`config.mk`:
```
export PLATFORM = sky130hd
export DESIGN_NAME = pipe_skid_reg
export DESIGN_NICKNAME = d
export VERILOG_FILES = /design/src/rtl/pipe_pkg.sv /design/src/rtl/data_reg_en.sv /design/src/rtl/pipe_skid_reg.sv
export SDC_FILE = /design/constraint.sdc
export NUM_CORES = 1
export LEC_CHECK = 0
export CAP_MARGIN = 5
export CELL_PAD_IN_SITES_DETAIL_PLACEMENT = 0
export CELL_PAD_IN_SITES_GLOBAL_PLACEMENT = 2
export CORE_ASPECT_RATIO = 1.75
export CORE_MARGIN = 2
export CORE_UTILIZATION = 31
export CTS_CLUSTER_DIAMETER = 150
export DETAILED_ROUTE_END_ITERATION = 16
export MAX_ROUTING_LAYER = met4
export PLACE_DENSITY = 0.77
export SKIP_CTS_REPAIR_TIMING = 1
export SYNTH_ARGS = -nofsm -noshare
export SYNTH_HDL_FRONTEND = slang
export SYNTH_HIERARCHICAL = 1
export SYNTH_SLANG_ARGS = --single-unit
export TNS_END_PERCENT = 50
```
`constraint.sdc`:
```
create_clock -name clk -period 1.6 [get_ports clk]
set_input_delay 0.24 -clock clk [delete_from_list [all_inputs] [get_ports clk]]
set_output_delay 0.24 -clock clk [all_outputs]
set_load 0.005 [all_outputs]
```
`src/rtl/pipe_pkg.sv`:
```
// Shared definitions for the skid-buffered pipeline register: state encoding,
// default payload width and the state-to-occupancy decode.
package pipe_pkg;

    localparam int XLEN = 32;

    typedef enum logic [1:0] {
        EMPTY = 2'b00,
        ONE   = 2'b01,
        FULL  = 2'b10
    } state_e;

    function automatic logic [1:0] occ_of(input state_e s);
        case (s)
            ONE:     return 2'd1;
            FULL:    return 2'd2;
            default: return 2'd0;
        endcase
    endfunction

endpackage

```
`src/rtl/data_reg_en.sv`:
```
// N-bit data register with load enable and asynchronous active-low reset to
// a parameterised value.
module data_reg_en
    import pipe_pkg::*;
#(
    parameter int            N         = XLEN,
    parameter logic [N-1:0]  RESET_VAL = '0
) (
    input  logic         clk,
    input  logic         rst,
    input  logic         en,
    input  logic [N-1:0] d,
    output logic [N-1:0] q
);

    logic [N-1:0] q_q;
    logic [N-1:0] q_d;

    always_comb begin
        q_d = q_q;
        if (en) begin
            q_d = d;
        end
    end

    always_ff @(posedge clk or negedge rst) begin
        if (!rst) begin
            q_q <= RESET_VAL;
        end else begin
            q_q <= q_d;
        end
    end

    assign q = q_q;

endmodule

```
`src/rtl/pipe_skid_reg.sv`:
```
// Two-entry skid-buffered pipeline register: full throughput with in_ready
// decoded purely from registered state, never from out_ready.
module pipe_skid_reg
    import pipe_pkg::*;
#(
    parameter int            N         = XLEN,
    parameter logic [N-1:0]  RESET_VAL = '0
) (
    input  logic         clk,
    input  logic         rst,
    input  logic         flush,
    input  logic         in_valid,
    output logic         in_ready,
    input  logic [N-1:0] in_data,
    output logic         out_valid,
    input  logic         out_ready,
    output logic [N-1:0] out_data,
    output logic [1:0]   occupancy
);

    if (N < 1 || N > 128) begin : g_bad_width
        $error("pipe_skid_reg: N must be in 1..128");
    end

    state_e       state_q;
    state_e       state_d;
    logic         accept;
    logic         emit;
    logic         main_en;
    logic         skid_en;
    logic [N-1:0] main_d;
    logic [N-1:0] skid_d;
    logic [N-1:0] main_q;
    logic [N-1:0] skid_q;

    // Handshake outputs come straight from the state register.
    always_comb begin
        out_valid = (state_q != EMPTY);
        in_ready  = (state_q != FULL);
        occupancy = occ_of(state_q);
        out_data  = main_q;
    end

    assign accept = in_valid & in_ready;
    assign emit   = out_valid & out_ready;

    always_comb begin
        state_d = state_q;
        main_en = 1'b0;
        skid_en = 1'b0;
        main_d  = in_data;
        skid_d  = in_data;
        if (flush) begin
            // Flush wins: any same-cycle accept is dropped.
            state_d = EMPTY;
            main_en = 1'b1;
            skid_en = 1'b1;
            main_d  = RESET_VAL;
            skid_d  = RESET_VAL;
        end else begin
            case (state_q)
                EMPTY: begin
                    if (accept) begin
                        main_en = 1'b1;
                        state_d = ONE;
                    end
                end
                ONE: begin
                    if (accept && emit) begin
                        main_en = 1'b1;
                    end else if (accept) begin
                        skid_en = 1'b1;
                        state_d = FULL;
                    end else if (emit) begin
                        state_d = EMPTY;
                    end
                end
                FULL: begin
                    if (emit) begin
                        main_en = 1'b1;
                        main_d  = skid_q;
                        state_d = ONE;
                    end
                end
                default: begin
                    state_d = EMPTY;
                end
            endcase
        end
    end

    always_ff @(posedge clk or negedge rst) begin
        if (!rst) begin
            state_q <= EMPTY;
        end else begin
            state_q <= state_d;
        end
    end

    data_reg_en #(
        .N         (N),
        .RESET_VAL (RESET_VAL)
    ) u_main (
        .clk (clk),
        .rst (rst),
        .en  (main_en),
        .d   (main_d),
        .q   (main_q)
    );

    data_reg_en #(
        .N         (N),
        .RESET_VAL (RESET_VAL)
    ) u_skid (
        .clk (clk),
        .rst (rst),
        .en  (skid_en),
        .d   (skid_d),
        .q   (skid_q)
    );

endmodule

```
==> results by group, run 1 <==
Run
  • # Max-Cap Violations: 0

Yosys
  • Share of the yosys chip area belonging to registers: 46.3%
  • Area leader, netlist: dfrtp_1
  • Area share of the largest cell type after synthesis: 46.3%
  • Yosys cell types: 24
  • Yosys warning total: 6
  • Synth area leaders: dfrtp_1, mux2_4, nand2_1
  • Cells after Synth: 296
  • Syn_area_per_cell: 12.1 sq um
  • Synthesized net count: 333
  • Post-synthesis register bit count: 66
  • Cell Area, Synth: 3570 sq um

Clocking
  • TritonCTS clock tree: done
  • H-Tree Depth: 3
  • Max clock buf depth: 2
  • Clock latency on the worst-skew pair: 0.33 ns
  • # clock sinks: 66
  • Clk slew on worst S/H paths: 0.05 ns
  • Root buf cell: clkbuf_16
  • Number of CTS-inserted buffers: 9

Timing
  • Actual slew at the worst max-slew pin: 0.476 ns
  • Fmax: 0.613 GHz
  • Min Tclk post-route: 1.63 ns
  • Setup-failing EPs final: 17
  • Final Hold Vio Count: 0
  • Setup WS post-layout: -0.0311 ns
  • RSZ-0062 raised after global routing: true
  • Setup TNS: -0.201 ns
  • Final Cycle Share: 102%
  • Final slew viol count: 0
  • Clock skew: approximately 0.0037 ns
  • Max_slew headroom: 68.2%

Hold path
  • Hold depth: 2
  • Hold Crit Start: flush
  • Hold EP: state_q[1]
  • Worst hold path class: input pin to flip-flop

Setup path
  • Crit start category: flip-flop
  • Worst r2r dst: u_skid/q[31]
  • Critical Path, Cell by Cell: and2b_2, nand2_4, o21bai_4, buf_4, buf_12, mux2_2
  • Data required, critical path: about 1.8 ns
  • Crit path buf inv count: 2
  • Family with the most delay on the worst path: flip-flops
  • FF-to-FF setup slack: -0.03 ns
  • Reg2Reg Depth: 6
  • Worst path slowest cell: dfrtp_1
  • Worst path max stage delay: 0.41 ns
  • WS Path Type: flip-flop to flip-flop
  • Crit. End Element: flip-flop
  • Critical Path AT: 1.84 ns
  • CP max FO: 6
  • Launching point of the worst reg2reg path: state_q[1]

Floorplan
  • Top Ports: 73
  • Core Box Area: between 10,000 and 15,000 sq um
  • Die width: 85.1 um
  • Standard-cell row count: 51
  • Die Ht: 146 um
  • Initial Util: 31.9%
  • Total die area: around 12,000 sq um

Place
  • Port Buf Inserts: 72
  • DP HPWL: roughly 5.3 mm
  • Final GP Congestion: 0.736
  • Post-DP Area: about 4400 sq um

Global route
  • Largest net degree at the start of global routing: 57
  • Overflow after GRT: 0
  • Total track usage: between 10 and 15%
  • Vias in the first global route: 2,523
  • Initial antenna violation count: 0
  • Global-route wire length before repair: 13.1 mm

Outcome
  • Status: finished, violations left
  • Failing checks: negative setup slack

Detailed routing
  • Remaining DRCs: 0
  • TritonRoute pass-1 iters: 4
  • Final wirelength: between 8 and 9 mm
  • Final antenna-violating net count: 0
  • Post-DR vias/cell: ~4.6
  • Initial DRC count: 85
  • Avg WL per Cell: 15.7 um
  • Via count: 2,387

Final layout
  • Final Util: a little over two fifths
  • Most frequent cells in the layout: clkdlybuf4s50_1, nand2_1, dfrtp_1
  • Ant. Diodes: 0
  • Design area: 4820 sq um
  • Final #Nets: 419
  • Area grow syn2layout: 35.0%
  • Layout cells sized above 1: 31.3%
  • Commonest non-fill, non-tap cell in the layout: clkdlybuf4s50_1

Power
  • Tot Pwr: 4.57 mW
  • Leak: between 2 and 2.5 nW
  • Max VDD drop: 0.571 mV
  • PD cells: between 900 and 1000 nW/um^2
-- layout make-up --
| type | instances | area, sq um |
|---|---|---|
| inverters | 1 | 3.75 |
| fillers | 1031 | 6350 |
| clock buffers | 12 | 256 |
| clock inverters | 3 | 15.0 |
| multi-input cells | 207 | 1700 |
| well taps | 132 | 165 |
| flip-flops and latches | 66 | 1650 |
| repair buffers | 97 | 1020 |
-- how the worst max path moves through the flow --
stage,start,endpoint,slack [ns],depth (start not counted)
2_1_floorplan,state_q[0],u_main/q[0],-0.05,8
5_1_grt,state_q[1],u_skid/q[31],-0.1,6
6_report,state_q[1],u_skid/q[31],-0.03,6
4_1_cts,state_q[1],occupancy[1],-0.36,4
3_5_place_dp,in_valid,u_skid/q[31],-0.26,6
3_3_place_gp,in_valid,u_skid/q[31],-0.24,6
-- cells by family (layout without fill, tap and decap cells) --
family / after synthesis / after routing / synth area share [%]
AOI/OAI and AO/OA: 35 / 35 / 5.72
buffers and inverters: 23 / 113 / 6.91
DFF: 66 / 66 / 46.3
and+or+nand+nor: 108 / 108 / 14.6
muxes: 64 / 64 / 26.5
-- report_power, final --
part	internal [mW]	switching (mW)	total [mW]
clock network	1.12	0.700	1.82
registers	1.82	0.0899	1.91
logic	0.553	0.292	0.846
-- state kept, by name, summed over array words and instances (netlist names) --
name	cells
state_q	2
u_main/q	32
u_skid/q	32
-- synth_stat cells --
cell	instances
a211oi_1	1
a21oi_1	26
a21oi_2	6
a31oi_1	1
and2b_2	2
and3b_1	1
buf_12	6
buf_2	5
buf_6	3
buf_8	3
clkbuf_1	5
dfrtp_1	66
inv_1	1
mux2_2	4
mux2_4	60
nand2_1	67
nand2b_1	1
nand3b_2	1
nor2_1	1
nor2b_1	32
o21bai_1	1
or2_2	1
or2b_1	1
or3_1	1
-- per-layer routing --
layer  GRT usage, %  vias to the layer above  wire, um
li1               -                     1159         -
met5              -                        -         0
met3           2.95                       10       236
met2           22.4                       47      4200
met1           17.3                     1171      3540
met4           5.95                        0       153
-- through the flow --
stage	std cells	hold WS (ns)	setup slack [ns]
2_1_floorplan	296	-0.0556	-0.0534
3_3_place_gp	494	0.126	-0.239
3_5_place_dp	494	0.131	-0.260
4_1_cts	509	-0.224	-0.364
5_1_grt	518	0.166	-0.0956
6_report	518	0.154	-0.0311
Note: power is estimated with default switching activity, not from simulation.
==> run 2: changes to the inputs <==
--- a/config.mk
+++ b/config.mk
@@ -14,7 +14,7 @@
 export CTS_CLUSTER_DIAMETER = 150
 export DETAILED_ROUTE_END_ITERATION = 16
 export MAX_ROUTING_LAYER = met4
-export PLACE_DENSITY = 0.77
+export PLACE_DENSITY = 0.84
 export SKIP_CTS_REPAIR_TIMING = 1
 export SYNTH_ARGS = -nofsm -noshare
 export SYNTH_HDL_FRONTEND = slang
==> results by group, run 2 (synthesis gave the netlist of run 1 again) <==
Outcome
  • Status: finished clean

Power
  • Leak: 2.30 nW (-0.83%)
  • Sw Pwr: 1.08 mW (-0.32%)
  • Tot Pwr: 4.71 mW (+2.9%)
  • Clock Power Share: 41.8% (+2.1 points)
  • P_int: 3.63 mW (+3.9%)
  • Max VDD drop: 0.566 mV (-0.92%)
  • PD cells: 981 nW/um^2 (+3.3%)
  • Net Sw Frac: 22.9% (-0.74 points)
  • Comb pwr share: 17.6% (-0.9 points)
  • Flop pwr share: 40.7% (-1.1 points)

Hold path
  • Worst hold path class: input pin to flip-flop

Setup path
  • Crit. End Element: output pin
  • WS Path Type: flip-flop to output pin
  • FF-to-FF setup slack: 0.05 ns (+0.08 ns)
  • Data required, critical path: 1.36 ns (-0.45 ns)
  • Critical Path, Cell by Cell: buf_4, or2_2, dlymetal6s2s_1
  • Worst path max stage delay: 0.44 ns (+0.03 ns)
  • Critical Path AT: 1.35 ns (-0.49 ns)
  • CP max FO: 6 (unchanged)
  • Crit start category: flip-flop
  • Crit path buf inv count: 2 (unchanged)
  • Worst path slowest cell: dfrtp_2
  • Family with the most delay on the worst path: flip-flops

Timing
  • RSZ-0062 raised after global routing: true
  • Hold Worst Slack: 0.161 ns (+0.00703 ns)
  • Max_slew headroom: 73.3% (+5.1 points)
  • Fmax: 0.631 GHz (+2.9%)
  • Clock skew: 0.00379 ns (+0.0000793 ns)
  • Final slew viol count: 0 (unchanged)
  • Final Cycle Share: 99.1% (-2.8 points)
  • Setup-failing EPs final: 0 (-17)
  • Actual slew at the worst max-slew pin: 0.401 ns (-0.0758 ns)
  • Final Hold Vio Count: 0 (unchanged)
  • Min Tclk post-route: 1.59 ns (-0.0453 ns)

Clocking
  • Max clock buf depth: 2 (unchanged)
  • Number of CTS-inserted buffers: 9 (unchanged)
  • H-Tree Depth: 3 (unchanged)
  • Clk slew on worst S/H paths: 0.05 ns (about the same)
  • Clock latency on the worst-skew pair: 0.33 ns (about the same)
  • TritonCTS clock tree: done
  • Root buf cell: clkbuf_16
  • # clock sinks: 66 (unchanged)

Final layout
  • Final #Nets: 418 (-0.24%)
  • Final Non-Filler Cells: 516 (-0.39%)
  • Area grow syn2layout: 34.5%
  • Most frequent cells in the layout: clkdlybuf4s50_1, nand2_1, dfrtp_1
  • Ant. Diodes: 0 (unchanged)
  • Layout cells sized above 1: 30.7% (-0.62 points)
  • Commonest non-fill, non-tap cell in the layout: clkdlybuf4s50_1
  • Final Util: 43.0% (-0.16 points)
  • Design area: 4800 sq um (-0.36%)

Detailed routing
  • Remaining DRCs: 0 (unchanged)
  • Avg WL per Cell: 15.6 um (-0.39%)
  • Via count: 2,376 (-0.46%)
  • Final wirelength: 8.07 mm (-0.77%)
  • TritonRoute pass-1 iters: 4 (unchanged)
  • Post-DR vias/cell: 4.60 (about the same)
  • Final antenna-violating net count: 0 (unchanged)
  • Initial DRC count: 107 (+26%)

Run
  • # Max-Cap Violations: 0 (unchanged)

Floorplan
  • Core Box Area: 11,200 sq um (unchanged)
  • Standard-cell row count: 51 (unchanged)
  • Die width: 85.1 um (unchanged)
  • Die Ht: 146 um (unchanged)
  • Top Ports: 73 (unchanged)
  • Initial Util: 31.9% (unchanged)
  • Total die area: 12,400 sq um (unchanged)

Place
  • Port Buf Inserts: 72 (unchanged)
  • Placed cells: 497 (+0.61%)
  • DP HPWL: 5.57 mm (+5.2%)
  • Post-DP Area: 4460 sq um (+1.4%)
  • Final GP Congestion: 0.752 (+2.2%)

Global route
  • Vias in the first global route: 2,563 (+1.6%)
  • Largest net degree at the start of global routing: 37 (-35%)
  • Global-route wire length before repair: 13.4 mm (+1.7%)
  • Total track usage: 14.3% (+0.19 points)
  • Overflow after GRT: 0 (unchanged)
  • Initial antenna violation count: 0 (unchanged)
-- run 2: area by class of cell --
class	count	area, sq um
multi-input combinational	207	1690
fill	1051	6370
sequential	66	1650
timing repair buffer	96	996
tap	132	165
clock inverter	3	40.0
inverter	1	3.75
clock buffer	11	253
-- run 2: per-stage QoR --
stage                     setup TNS (ns)  setup slack, ns
after global placement            -12.59           -0.239
final                                  0           0.0142
after CTS                          -1.26           -0.285
after detailed placement          -13.68           -0.251
after floorplan                    -1.60          -0.0534
after global routing              -0.170          -0.0256
-- run 2: power groups by stage --
stage          Combinational, mW  Clock (mW)  Sequential, mW
3_5_place_dp               0.834           0            1.94
5_1_grt                    0.891        2.09            1.93
6_report                   0.827        1.97            1.91
2_1_floorplan              0.466           0            1.93
3_3_place_gp               0.819           0            1.94
4_1_cts                    0.835        2.01            1.91
-- run 2: path summary, 6_finish.rpt --
path | end | startpoint | cells after the start
max | out_valid | state_q[0] | 3
min | state_q[0] | flush | 2
max reg2reg | u_skid/q[17] | state_q[1] | 5
min reg2reg | u_main/q[20] | u_main/q[20] | 1
max in group asynchronous | state_q[0] | rst | 3
min in group asynchronous | u_main/q[10] | rst | 2
-- run 2: routing by layer --
layer / up-vias / GRT usage (%) / share of wire, %
met5: - / - / 0
met4: 0 / 6.59 / 2.7
met3: 13 / 3.69 / 3.2
met1: 1174 / 16.7 / 43
li1: 1142 / - / -
met2: 47 / 22.9 / 51
==> run 3: changes to the inputs <==
--- a/config.mk
+++ b/config.mk
@@ -13,6 +13,7 @@
 export CORE_UTILIZATION = 31
 export CTS_CLUSTER_DIAMETER = 150
 export DETAILED_ROUTE_END_ITERATION = 16
+export GPL_TIMING_DRIVEN = 1
 export MAX_ROUTING_LAYER = met4
 export PLACE_DENSITY = 0.84
 export SKIP_CTS_REPAIR_TIMING = 1
==> results of run 3 <==
Same layout as run 2: the final DEF is identical, and so are final timing and power.
